## src/rtl/divu_gen.sv

```systemverilog
`default_nettype none
// ============================================================================
// Module   : divu_gen
// Purpose  : Memory-mapped W-bit restoring divider (W/W and 2W/W, signed or
//            unsigned). Define DIVU_DIV0_TRAP_EN for a distinct D=0 trap (DVCR.DZ).
// Revision : 1.0 - initial release
// ============================================================================
module divu_gen #(
  parameter int          W    = 32,
  parameter logic [31:0] BASE = 32'hFFFFFF00
) (
  input  logic         CLK,
  input  logic         RST,
  input  logic         CE,
  input  logic [31:0]  IBUS_A,
  input  logic [W-1:0] IBUS_DI,
  output logic [W-1:0] IBUS_DO,
  input  logic         IBUS_WE,
  input  logic         IBUS_REQ,
  output logic         IBUS_BUSY,
  output logic         IBUS_ACT,
  output logic         IRQ,
  output logic [7:0]   VEC
);

  localparam int              c_cw   = $clog2(W);
  localparam logic [c_cw-1:0] c_last = c_cw'(W - 1);

  typedef enum logic [2:0] {IDLE, LOAD, ITER, FIX, DONE} state_t;
  state_t state_q, state_d;

  logic [W-1:0]    dvsr_q, dvdnth_q, dvdntl_q, vcr_q, dvdnth2_q, dvdntl2_q, do_q;
  logic            ovf_q, ovfie_q, uns_q, dz_q, busy_q, mirror_q;
  logic [W-1:0]    q_q, r_q, d_q;
  logic            sq_q, sr_q, ovf_run_q, dz_run_q;
  logic [c_cw-1:0] cnt_q;

  logic         w_sel, w_acc, w_wr, w_start;
  logic [2:0]   w_idx;
  logic [W-1:0] w_rdata, w_dvcr;

  assign w_sel   = IBUS_REQ && ({1'b0, IBUS_A} >= {1'b0, BASE})
                            && ({1'b0, IBUS_A} <  ({1'b0, BASE} + 33'd32));
  assign w_idx   = IBUS_A[4:2];
  // Bus accesses only complete while the divider is idle; otherwise they are stalled.
  assign w_acc   = w_sel && (state_q == IDLE);
  assign w_wr    = w_acc && IBUS_WE;
  assign w_start = w_wr && ((w_idx == 3'd1) || (w_idx == 3'd5));
  assign w_dvcr  = {{(W-4){1'b0}}, dz_q, uns_q, ovfie_q, ovf_q};

  always_comb begin
    w_rdata = '0;
    case (w_idx)
      3'd0:    w_rdata = dvsr_q;
      3'd1:    w_rdata = dvdntl_q;
      3'd2:    w_rdata = w_dvcr;
      3'd3:    w_rdata = vcr_q;
      3'd4:    w_rdata = dvdnth_q;
      3'd5:    w_rdata = dvdntl_q;
      3'd6:    w_rdata = dvdnth2_q;
      default: w_rdata = dvdntl2_q;
    endcase
  end

  logic [2*W-1:0] w_n, w_absn;
  logic [W-1:0]   w_absd;
  logic           w_sn, w_sd, w_early, w_dz;

  assign w_n     = {dvdnth_q, dvdntl_q};
  assign w_sn    = !uns_q && w_n[2*W-1];
  assign w_sd    = !uns_q && dvsr_q[W-1];
  assign w_absn  = w_sn ? -w_n : w_n;
  assign w_absd  = w_sd ? -dvsr_q : dvsr_q;
  assign w_early = (w_absn[2*W-1:W] >= w_absd);
`ifdef DIVU_DIV0_TRAP_EN
  assign w_dz    = (dvsr_q == '0);
`else
  assign w_dz    = 1'b0;
`endif

  logic [W:0]   w_rsh;
  logic [W-1:0] w_rsub, w_qfix, w_rfix, w_sat;
  logic         w_bit, w_late;

  assign w_rsh  = {r_q, q_q[W-1]};
  assign w_rsub = w_rsh[W-1:0] - d_q;
  assign w_bit  = (w_rsh >= {1'b0, d_q});
  // Magnitude 2^(W-1) is representable only as a negative quotient.
  assign w_late = !uns_q && q_q[W-1] && (!sq_q || (|q_q[W-2:0]));
  assign w_qfix = sq_q ? -q_q : q_q;
  assign w_rfix = sr_q ? -r_q : r_q;
  assign w_sat  = uns_q ? '1 : (sq_q ? {1'b1, {(W-1){1'b0}}} : {1'b0, {(W-1){1'b1}}});

  always_comb begin
    state_d = state_q;
    case (state_q)
      IDLE:    if (w_start) state_d = LOAD;
      LOAD:    state_d = (w_early || w_dz) ? DONE : ITER;
      ITER:    if (cnt_q == c_last) state_d = FIX;
      FIX:     state_d = DONE;
      DONE:    state_d = IDLE;
      default: state_d = IDLE;
    endcase
  end

  always_ff @(posedge CLK or posedge RST) begin
    if (RST)     state_q <= IDLE;
    else if (CE) state_q <= state_d;
  end

  always_ff @(posedge CLK or posedge RST) begin
    if (RST) begin
      dvsr_q    <= '0;  dvdnth_q  <= '0;  dvdntl_q  <= '0;  vcr_q    <= '0;
      dvdnth2_q <= '0;  dvdntl2_q <= '0;  do_q      <= '0;
      ovf_q     <= 1'b0; ovfie_q  <= 1'b0; uns_q     <= 1'b0; dz_q     <= 1'b0;
      busy_q    <= 1'b0; mirror_q <= 1'b0;
      q_q       <= '0;  r_q       <= '0;  d_q       <= '0;  cnt_q    <= '0;
      sq_q      <= 1'b0; sr_q     <= 1'b0; ovf_run_q <= 1'b0; dz_run_q <= 1'b0;
    end else if (CE) begin
      busy_q   <= w_sel && (state_q != IDLE);
      do_q     <= (w_acc && !IBUS_WE) ? w_rdata : '0;
      mirror_q <= (state_q == DONE);
      if (mirror_q) begin
        dvdnth2_q <= dvdnth_q;
        dvdntl2_q <= dvdntl_q;
      end
      if (w_wr) begin
        case (w_idx)
          3'd0: dvsr_q <= IBUS_DI;
          3'd1: begin
            dvdnth_q <= {W{!uns_q && IBUS_DI[W-1]}};
            dvdntl_q <= IBUS_DI;
          end
          3'd2: begin
            ovf_q   <= ovf_q & IBUS_DI[0];
            ovfie_q <= IBUS_DI[1];
            uns_q   <= IBUS_DI[2];
            dz_q    <= dz_q & IBUS_DI[3];
          end
          3'd3:    vcr_q    <= IBUS_DI;
          3'd4:    dvdnth_q <= IBUS_DI;
          3'd5:    dvdntl_q <= IBUS_DI;
          default: ;
        endcase
      end
      // Placed after the bus write so a hardware flag set takes priority.
      case (state_q)
        LOAD: begin
          sq_q      <= w_sn ^ w_sd;
          sr_q      <= w_sn;
          d_q       <= w_absd;
          r_q       <= w_absn[2*W-1:W];
          q_q       <= w_absn[W-1:0];
          cnt_q     <= '0;
          dz_run_q  <= w_dz;
          ovf_run_q <= w_early && !w_dz;
        end
        ITER: begin
          r_q   <= w_bit ? w_rsub : w_rsh[W-1:0];
          q_q   <= {q_q[W-2:0], w_bit};
          cnt_q <= cnt_q + c_cw'(1);
        end
        FIX: begin
          q_q       <= w_qfix;
          r_q       <= w_rfix;
          ovf_run_q <= w_late;
        end
        DONE: begin
          if (dz_run_q) begin
            dz_q     <= 1'b1;
            dvdntl_q <= '1;
          end else if (ovf_run_q) begin
            ovf_q <= 1'b1;
            if (!ovfie_q) dvdntl_q <= w_sat;
          end else begin
            dvdntl_q <= q_q;
            dvdnth_q <= r_q;
          end
        end
        default: ;
      endcase
    end
  end

  assign IBUS_DO   = do_q;
  assign IBUS_BUSY = busy_q;
  assign IBUS_ACT  = w_sel;
  assign IRQ       = (ovf_q | dz_q) & ovfie_q;
  assign VEC       = vcr_q[7:0];

endmodule
`default_nettype wire

```

## config.mk

```make
export PLATFORM = sky130hd
export DESIGN_NAME = divu_gen
export DESIGN_NICKNAME = d
export VERILOG_FILES = /design/src/rtl/divu_gen.sv
export SDC_FILE = /design/constraint.sdc
export NUM_CORES = 1
export LEC_CHECK = 0
export CAP_MARGIN = 30
export CORE_MARGIN = 1.5
export CORE_UTILIZATION = 38
export CTS_CLUSTER_SIZE = 24
export DETAILED_ROUTE_END_ITERATION = 12
export PLACE_DENSITY = 0.61
export SYNTH_ARGS = -nofsm -noshare
export SYNTH_HDL_FRONTEND = slang
export SYNTH_SLANG_ARGS = --single-unit
```

## constraint.sdc

```tcl
create_clock -name CLK -period 24.8 [get_ports CLK]
set_clock_uncertainty 0.1 [all_clocks]
set_input_delay 2.48 -clock CLK [delete_from_list [all_inputs] [get_ports CLK]]
set_output_delay 2.48 -clock CLK [all_outputs]
set_load 0.05 [all_outputs]
```

# Word level (Yosys, flattened, before mapping)
# Cells that the tools add are included.
[word_totals]
ff_bits = 337
inputBits = 69
elab_cells = 116
[op_classes]
reduce_logical = 35
n_bitwise = 5
mux = 30
eq_ne = 15
magnitude_cmp = 4
addsub = 6
[ops]
columns = ["operator", "n"]
rows = [
  ["$mux 32", 15],
  ["$pmux 32 s3", 2],
  ["$pmux 32 s6", 1],
  ["$neg 32->32", 3],
  ["$mux 64", 1],
  ["$neg 64->64", 1],
  ["$pmux 32 s2", 1],
  ["$ge 33x32->1", 1],
  ["$ge 32x32->1", 1],
  ["$ge 32x32->1 const B", 1],
  ["$lt 32x32->1 const B", 1],
  ["$sub 32x32->32", 1],
  ["$reduce_or 31->1", 1],
  ["$reduce_and 3->1", 6],
  ["$eq 3x2->1 const B", 4],
  ["$eq 3x3->1 const B", 4],
  ["$logic_and 1x1->1", 12],
  ["$pmux 3 s4", 1],
  ["$pmux 5 s2", 1],
  ["$mux 3", 3],
  ["$ne 2x2->1 const B", 4],
  ["$reduce_and 2->1", 4],
  ["$eq 3x1->1 const B", 2],
  ["$logic_not 3->1", 2],
  ["other kinds (12)", 22],
]

# Longest topological paths before layout
[logic_depth]
ltp_word = 9
depth_mapped = 18
ltp_nobuf = 17

# Worst setup path after synthesis
# OpenSTA, ideal clock, no wires.
[synth_path]
kind = "input to output"
start = "in IBUS_A[5]"
end = "out IBUS_ACT"
slack_ns = 18.859
path_stages = 4
path_buffers = 0
arrival_time_ns = 3.361
required_ns = 22.220
path_cell_list = "nand4b_1 -> nor4_1 -> nand3_1 -> inv_1"
[synth_between]
elab_chain_len = 3
elab_cells_between_ends = 4
classes_between = "order compare (2); reduce/logical (2)"
[synth_rtl]
columns = ["element", "line", "source"]
rows = [
  ["from (decl)", "15", "input logic [31:0] IBUS_A,"],
  ["$ge 32x32->1", "42", "assign w_sel = IBUS_REQ && ({1'b0, IBUS_A} >= {1'b0, BASE})"],
  ["$logic_and 1x1->1", "42", ""],
  ["$logic_and 1x1->1 (*)", "43", "&& ({1'b0, IBUS_A} < ({1'b0, BASE} + 33'd32));"],
  ["to (decl)", "21", "output logic IBUS_ACT,"],
]
# Every way passes the cells marked *; elsewhere a longest branch is shown, timed or not.

# Worst setup path in the final report
[layout_path]
start = "in IBUS_A[22]"
end = "out IBUS_ACT"
# Same word-level chain as after synthesis.

==> results.toml <==
[cells_and_area]
final_layout_size_suffix_gt1_share_pct = 10.20
area_growth_pct = 13.46
fin_util_pct = 43.50
final_common_cell = "dfrtp_1"
instances_no_fill = 3423
most-common-layout-cells = "dfrtp_1, o21ai_0, nand2_1"
final_area_um2 = 25620
nets = 2762

[sta]
fin_hold_ws_ns = 0.3802
hold_viol_final = 0
worst_slew_pin_slew_ns = 1.072
slew_headroom_pct = 28.56
setup_violations = 0
min_period_ns = 7.141
tns_ns = 0
finalCritPeriodShare_pct = 28.79
clock.fmax_ghz = 0.1400
final-max-slew-violation-count = 0
setup_ws_ns = 17.66
rsz0062_at_grt = "false"

[power_and_ir_drop]
leakagePower_nw = 11.02
switchingPower_mw = 0.3978
p_int_mw = 1.029
p_per_area_nw_per_um2 = 55.68
seqPwrFrac_pct = 42.9
combinationalPowerShare_pct = 14.8
p_clk_share_pct = 42.3
irDropWorstVdd_mv = 0.05496
p_total_mw = 1.427
swShare_pct = 27.89

[worst_setup_path]
critPathCaptureType = "primary output"
critPathKind = "input pin to primary output"
cp-start-kind = "input pin"
cpMaxStageDelayCell = "clkdlybuf4s50_1"
critPathMostFrequentCell = "clkdlybuf4s50_1"
crit_fanout = 3
cp.arrival_ns = 4.56
critical_path.max_stage_delay_ns = 0.82
path_cells = "clkdlybuf4s50_1, nand4b_1, nor4_1, nand3_1, inv_1, clkdlybuf4s50_1"
critPathRequiredTime_ns = 22.22

[drt]
routed_wl_um = 77420
drt_iter0_markers = 2198
viasPerCell = 6.097
ant_nets = 0
avgRoutedWirePerCell_um = 22.62
drt-pass1-iter-count = 8
via_count = 20870
drcViolationCount = 0

[yosys]
syn_nets = 2779
synthesis.instances = 2639
ys_seq_elements = 337
async_flop_share_pct = 100.0
synth-main-ff-cell = "dfrtp_1"
synth_enable_flop_cells = 0
ys_seq_area_share_pct = 37.34
yosysWarningCount = 0
synth_area_um2 = 22580
syn_area_per_cell_um2 = 8.558
yosysUniqueCellTypes = 84

[clock_tree]
ctsLongestPathBuffers = 3
numCtsBuffers = 38
htree_levels = 2
cts_resized = 0
cts_hold_buf = 0
cts_tree = "yes"
clk_pin_slew_ns = 0.06
post_cts_buffers = 0
numClockSinks = 337
cts_root_buf = "clkbuf_16"
clock_latency_ns = 0.55

[grt]
use_met1_pct = 35.71
use_met2_pct = 39.73
top_usage_layer = "met2"
grt_usage_pct = 25.20
grt_overflow_total = 0
gr-usage-met3_pct = 2.583
grt_start_max_net_pins = 150
grt_first_pass_wirelength_um = 120300
first_global_vias = 20191
antenna_found_initial = 2

[outcome]
status = "finished, final reports clean"

[floorplan]
dieArea_um2 = 60900
die_h_um = 246.8
pin_count = 112
die_x_um = 246.8
core-area_um2 = 58910
start_util_pct = 38.34
fp-row-count = 89

[placed_design]
dp_hpwl_um = 53710
place.gp.congestion = 0.9072
placed_cells = 3353
dp_slack_ns = 17.67
portBuffers = 109
placed_cell_area_um2 = 24270

[hold_path]
hold_path_class = "flop to flop"

[run]
maxCapViolCount = 0
[synth_stat cells (30+ instances only)]
master	number	share of area [%]
clkbuf_1	187	3.1
a21boi_0	32	1.1
nor3_1	58	1.3
a221oi_1	48	1.9
xor2_1	39	1.5
o22ai_1	59	1.6
nor2_1	197	3.3
a21o_1	30	1.0
dfrtp_1	337	37
nand4_1	30	0.83
ha_1	70	3.9
nand2_1	263	4.4
o21ai_0	307	6.8
inv_1	125	2.1
mux2_2	122	6.1
xnor2_1	100	3.9
a21oi_1	159	3.5
and3_1	41	1.1
mux2i_1	45	2.0
[sequential cells by signal, summed over array words and instances, names as in the netlist, 3 cells and up]
name / cells
IBUS_DO: 32
cnt_q: 5
d_q: 32
dvdnth2_q: 32
dvdnth_q: 32
dvdntl2_q: 32
dvdntl_q: 32
dvsr_q: 32
q_q: 32
r_q: 32
state_q: 3
vcr_q: 32
[path summary, 6_finish.rpt]
| kind | startpoint | to | depth (start not counted) | slack (ns) |
|---|---|---|---|---|
| min in group asynchronous | RST | vcr_q[24]$_DFFE_PP0P_ | 3 | 2.27 |
| max in group asynchronous | RST | d_q[4]$_DFFE_PP0P_ | 3 | 21.41 |
| worst min register to register | dvdntl2_q[19]$_DFFE_PP0P_ | dvdntl2_q[19]$_DFFE_PP0P_ | 2 | 0.38 |
| worst min-delay path | dvdntl2_q[19]$_DFFE_PP0P_ | dvdntl2_q[19]$_DFFE_PP0P_ | 2 | 0.38 |
| worst max-delay path | IBUS_A[22] | IBUS_ACT | 6 | 17.66 |
| worst max register to register | dvdntl_q[2]$_DFFE_PP0P_ | state_q[2]$_DFFE_PP0P_ | 15 | 19.20 |
[final cells by class]
cell class | count | area [um2]
diodes | 2 | 5.005
clock buffers | 55 | 1106
clock inverters | 11 | 187.7
fillers | 5678 | 33280
inverters | 126 | 480.5
multi-input cells | 1967 | 12940
flip-flops and latches | 337 | 8433
well taps | 773 | 967.2
repair buffers | 152 | 1506
[power by group through the flow]
stage / sequential, mW / clock, mW / combinational (mW)
after floorplan: 0.604 / 0 / 0.148
after global placement: 0.620 / 0 / 0.201
after detailed placement: 0.621 / 0 / 0.206
after CTS: 0.611 / 0.609 / 0.208
after global routing: 0.615 / 0.631 / 0.232
final: 0.612 / 0.603 / 0.211
[kinds of logic (layout without fill, tap and decap cells)]
logic type | after synthesis | in the layout | share of synthesized area, %
XOR/XNOR | 139 | 139 | 5.391
AND/OR/NAND/NOR | 737 | 737 | 15.40
adder cells (fa/ha/maj) | 71 | 71 | 3.967
AO/OA/AOI/OAI | 850 | 850 | 23.78
flip-flops | 337 | 337 | 37.34
other | 0 | 2 | 0
buffers and inverters | 335 | 344 | 5.745
multiplexers | 170 | 170 | 8.377
[layer usage]
layer | vias up | wire, um
met5 | - | 13
met4 | 2 | 2719
met3 | 176 | 5781
met2 | 972 | 35350
met1 | 10224 | 33550
li1 | 9496 | -
[critical path: cells and delay by family]
kind | cells | cell delay [ns]
AND/OR/NAND/NOR | 3 | 0.67
buffers and inverters | 3 | 1.41
Note: power is estimated with default switching activity, not from simulation.
